--- src/rtl/unidad_de_busqueda.sv ---
// Instruction fetch unit: requests words from instruction memory at o_PC,
// hands them to the instruction register with a one-cycle strobe and handles jumps, halts and timeouts.
module unidad_de_busqueda #(
  parameter int MAX_ESPERA = 15
) (
  input  logic       i_Clk,
  input  logic       i_Rst,
  input  logic [8:0] i_Mem_dato,
  input  logic       i_Mem_ack,
  input  logic       i_Salto,
  input  logic [7:0] i_Dir_salto,
  input  logic       i_Detener,
  output logic       o_Mem_req,
  output logic [7:0] o_Mem_dir,
  output logic [8:0] o_Instruccion,
  output logic       o_Timming,
  output logic [7:0] o_PC,
  output logic       o_Error
);
  localparam logic [2:0] REPOSO   = 3'd0;
  localparam logic [2:0] SOLICITA = 3'd1;
  localparam logic [2:0] ENTREGA  = 3'd2;
  localparam logic [2:0] DESCARTE = 3'd3;
  localparam logic [2:0] DETENIDO = 3'd4;
  localparam logic [2:0] ERROR    = 3'd5;

  logic [2:0] r_Estado, w_Estado_sig;
  logic [7:0] r_PC, r_Espera, r_Dir_pend;
  logic [8:0] r_Instr;
  logic       r_Pend;
  logic       w_Fin_espera;

  // The cycle that would bring the counter to MAX_ESPERA is the last one allowed.
  assign w_Fin_espera = (r_Espera + 8'd1) == 8'(MAX_ESPERA);

  always_comb begin
    w_Estado_sig = r_Estado;
    case (r_Estado)
      REPOSO:            w_Estado_sig = i_Detener ? DETENIDO : SOLICITA;
      SOLICITA: begin
        if (i_Mem_ack)         w_Estado_sig = (i_Salto || r_Pend) ? DESCARTE : ENTREGA;
        else if (w_Fin_espera) w_Estado_sig = ERROR;
      end
      ENTREGA, DESCARTE: w_Estado_sig = i_Detener ? DETENIDO : SOLICITA;
      DETENIDO:          if (!i_Detener) w_Estado_sig = SOLICITA;
      ERROR:             w_Estado_sig = ERROR;
      default:           w_Estado_sig = ERROR;
    endcase
  end

  always_ff @(posedge i_Clk or posedge i_Rst) begin
    if (i_Rst) begin
      r_Estado   <= REPOSO;
      r_PC       <= 8'd0;
      r_Instr    <= 9'h000;
      r_Espera   <= 8'd0;
      r_Pend     <= 1'b0;
      r_Dir_pend <= 8'd0;
    end else begin
      r_Estado <= w_Estado_sig;
      case (r_Estado)
        SOLICITA: begin
          if (i_Mem_ack) begin
            r_Espera <= 8'd0;
            r_Pend   <= 1'b0;
            // A jump seen during this fetch makes the returned word stale.
            if (i_Salto)     r_PC <= i_Dir_salto;
            else if (r_Pend) r_PC <= r_Dir_pend;
            else begin
              r_Instr <= i_Mem_dato;
              r_PC    <= r_PC + 8'd1;
            end
          end else begin
            r_Espera <= r_Espera + 8'd1;
            if (i_Salto) begin
              r_Pend     <= 1'b1;
              r_Dir_pend <= i_Dir_salto;
            end
          end
        end
        ENTREGA, DETENIDO: begin
          r_Espera <= 8'd0;
          if (i_Salto) r_PC <= i_Dir_salto;
        end
        default: r_Espera <= 8'd0;
      endcase
    end
  end

  // Decoded from the state register so reset removes the request without a clock.
  assign o_Mem_req     = (r_Estado == SOLICITA);
  assign o_Timming     = (r_Estado == ENTREGA);
  assign o_Error       = (r_Estado == ERROR);
  assign o_Mem_dir     = r_PC;
  assign o_PC          = r_PC;
  assign o_Instruccion = r_Instr;
endmodule
--- config.mk ---
export PLATFORM = sky130hd
export DESIGN_NAME = unidad_de_busqueda
export DESIGN_NICKNAME = d
export VERILOG_FILES = /design/src/rtl/unidad_de_busqueda.sv
export SDC_FILE = /design/constraint.sdc
export NUM_CORES = 1
export LEC_CHECK = 0
export ABC_CLOCK_PERIOD_IN_PS = 4600
export CAP_MARGIN = 20
export CORE_MARGIN = 5
export CORE_UTILIZATION = 45
export DETAILED_ROUTE_END_ITERATION = 16
export PLACE_DENSITY_LB_ADDON = 0.1
export SLEW_MARGIN = 20
export SYNTH_ARGS = -nofsm -noshare
export SYNTH_HDL_FRONTEND = slang
export SYNTH_SLANG_ARGS = --single-unit
--- constraint.sdc ---
create_clock -name i_Clk -period 4.6 [get_ports i_Clk]
set_clock_uncertainty 0.15 [all_clocks]
set_input_delay 0.69 -clock i_Clk [delete_from_list [all_inputs] [get_ports i_Clk]]
set_output_delay 0.69 -clock i_Clk [all_outputs]
set_load 0.005 [all_outputs]
==> flow_summary.ini <==
[setup_path]
critical_path_class = in2reg
crit_path_end = o_Mem_dir[1]$_DFFE_PP0P_
rr_endpoint = o_Mem_dir[1]$_DFFE_PP0P_
start_kind = primary input
r2r-start = r_Estado[2]$_DFFE_PP0P_
cp.arrival_ns = 2.73
r2r_cells = 4
cp-end-kind = flip-flop
critPathMaxFanout = 9
rrSetupSlack_ns = 2.29
required_ns = 4.61
timing.critical_path.from = i_Salto

[sta]
worst_pin_slew_ns = 0.661
setup_violations = 0
fmax_ghz = 0.369
fin_crit_sh_pct = 58.9
fin_crit_ns = 2.71
worst_slack_ns = 1.89
relSlewSlack_pct = 55.9
final.setup.tns_ns = 0
report.final.hold_viol_count = 0
drv_slew = 0
rsz0062_at_grt = false

[global_routing]
antenna_found_initial = 0
grt_pass1_vias = 1608
grt_max_degree = 38
grt_util_all_layers_pct = 15.0
grt_pass1_wl_um = 7250
grt_overflow = 0

[cells_and_area]
finalInstanceArea_um2 = 2520
finish.utilization_pct = 58.8
drive_gt1_share_pct = 12.3
areaGrowthSynthToFinish_pct = 28.1
diodes = 0
nNetsFinal = 252
stdcell_count = 279

[route]
top_layer = met4
vias_per_cell = 5.56
detail-route-antenna-nets = 0
wl_um = 4320
wl_met2_um = 2010
first_pass_iters = 4
wl_per_cell_um = 15.5
drc_errors = 0
dr_total_vias = 1551
wl_met3_um = 330
drtIter0Drc = 78
wl_met1_um = 1910

[floorplan]
core-area_um2 = 4290
initial_utilization_pct = 45.9
die-height_um = 76.2
io_pins = 50
dieArea_um2 = 5800
die_w_um = 76.2
rows = 24

[cts]
cts_tree = built
cts_buffers = 5
clkTransAtPathRegs_ns = 0.07
cts_buffer_depth = 2
postCtsSetupBuffers = 0
cts-resized-gates = 0
h-tree-depth = 2
clk_latency_ns = 0.28
cts_root_buffer = clkbuf_8
clock_sinks = 37
postCtsHoldBufs = 0

[placed_design]
pre_cts_ws_ns = 1.58
place_area_um2 = 2440
io_buffers = 49
place_congestion = 0.864
hpwl_um = 3130
place_inst = 272

[synth]
synthTopCellsByArea = dfrtp_1 (47%), mux2_4 (6.9%), mux2_2 (5.7%)
synthesis.nets = 210
synth_area_um2 = 1970
yosys_warnings = 0
synth-seq-cells = 37
yosysSeqAreaShare_pct = 47.0
synth_area_per_cell_um2 = 10.7
netlist_instances = 185
ys_types = 38
yosysTopAreaCell = dfrtp_1
netlist.area_leader.share_pct = 47.0

[pwr]
p_leak_nw = 1.06
ir_drop_v = 0.000267
p_per_area_nw_per_um2 = 575

[hold_path]
timing.hold.worst.class = reg2reg
hold_path_depth = 1

[run]
cap_violations = 0

[status]
status = completed
==> logic make-up after synthesis <==
| kind of cell | synth area share [%] |
|---|---|
| xor+xnor | 4.00 |
| flops | 47.0 |
| compound gates | 10.2 |
| mux | 13.7 |
| fa+ha+maj | 1.90 |
| simple gates | 16.7 |
| buf+inv | 6.54 |
==> worst min path at each step <==
stage                                      start                           end  slack (ns)
floorplan              r_Dir_pend[3]$_DFFE_PP0P_     r_Dir_pend[3]$_DFFE_PP0P_        0.32
CTS                    r_Dir_pend[3]$_DFFE_PP0P_     r_Dir_pend[3]$_DFFE_PP0P_        0.36
global route           r_Dir_pend[0]$_DFFE_PP0P_     r_Dir_pend[0]$_DFFE_PP0P_        0.37
detailed placement  o_Instruccion[3]$_DFFE_PP0P_  o_Instruccion[3]$_DFFE_PP0P_        0.34
global placement       r_Dir_pend[7]$_DFFE_PP0P_     r_Dir_pend[7]$_DFFE_PP0P_        0.33
finish                 r_Dir_pend[4]$_DFFE_PP0P_     r_Dir_pend[4]$_DFFE_PP0P_        0.36
==> per-layer routing <==
| metal | up-vias | track usage, % |
|---|---|---|
| met1 | 747 | 19.1 |
| met5 | - | 0 |
| met3 | 9 | 5.08 |
| met4 | 0 | 5.59 |
| li1 | 732 | - |
| met2 | 63 | 23.6 |
==> synth_stat cells <==
cell type / number
a21bo_2: 1
a21boi_1: 1
a21o_1: 1
a21oi_1: 6
a31oi_1: 6
and2_1: 1
and3_1: 2
buf_2: 4
buf_4: 9
clkbuf_1: 2
dfrtp_1: 37
ha_1: 3
inv_1: 9
mux2_1: 1
mux2_2: 10
mux2_4: 9
mux2i_1: 1
nand2_1: 12
nand2b_1: 7
nand3_1: 9
nand3b_1: 4
nand4_1: 1
nor2_1: 10
nor3_1: 10
nor3b_1: 2
nor3b_4: 1
nor4_1: 1
o2111ai_1: 1
o211ai_1: 4
o21a_1: 3
o21ai_0: 1
o221ai_1: 2
o311ai_0: 2
o31ai_1: 1
or2_0: 1
or3_1: 1
xnor2_1: 5
xor2_1: 4
==> registers in the layout (all words and copies together) (netlist names) <==
register	count
o_Instruccion	9
o_Mem_dir	8
r_Dir_pend	8
r_Espera	8
r_Estado	3
r_Pend	1
==> critical path, stage by stage <==
cell,delay (ns)
clkdlybuf4s50_1,0.58
nand3b_1,0.10
a21oi_1,0.51
or2_0,0.48
mux2_1,0.36
==> stage by stage <==
| stage | hold slack [ns] | power, mW |
|---|---|---|
| 4_1_cts | 0.358 | 1.47 |
| 3_5_place_dp | 0.342 | 1.24 |
| 5_1_grt | 0.375 | 1.55 |
| 6_report | 0.355 | 1.45 |
| 3_3_place_gp | 0.331 | 1.22 |
| 2_1_floorplan | 0.320 | 0.952 |
==> where the power goes <==
part | switching [mW] | internal (mW) | leakage (nW) | total (mW)
Combinational | 0.218 | 0.414 | 0.564 | 0.633
Clock | 0.103 | 0.119 | 0.0443 | 0.222
Sequential | 0.149 | 0.448 | 0.454 | 0.597
Total | 0.470 | 0.982 | 1.06 | 1.45
==> area by class of cell <==
cell class	instances	area, um^2
multi-input cells	124	916
repair buffers	50	498
clock buffers	7	86.3
flip-flops and latches	37	926
inverters	9	33.8
well taps	52	65.1
fillers	361	1770
==> cells in the final DEF (no fill, tap or decap), drive strengths merged, types with 3 or more instances in the layout <==
cell	netlist	routed
inv	9	9
o211ai	4	4
nand3	9	9
nand2b	7	7
o21a	3	3
xnor2	5	5
nor3b	3	3
nand2	12	12
nor3	10	10
clkdlybuf4s50	0	49
mux2	20	20
a31oi	6	6
nor2	10	10
nand3b	4	4
xor2	4	4
dfrtp	37	37
ha	3	3
a21oi	6	6
clkbuf	2	7
Power figures use the tool's default switching activity.
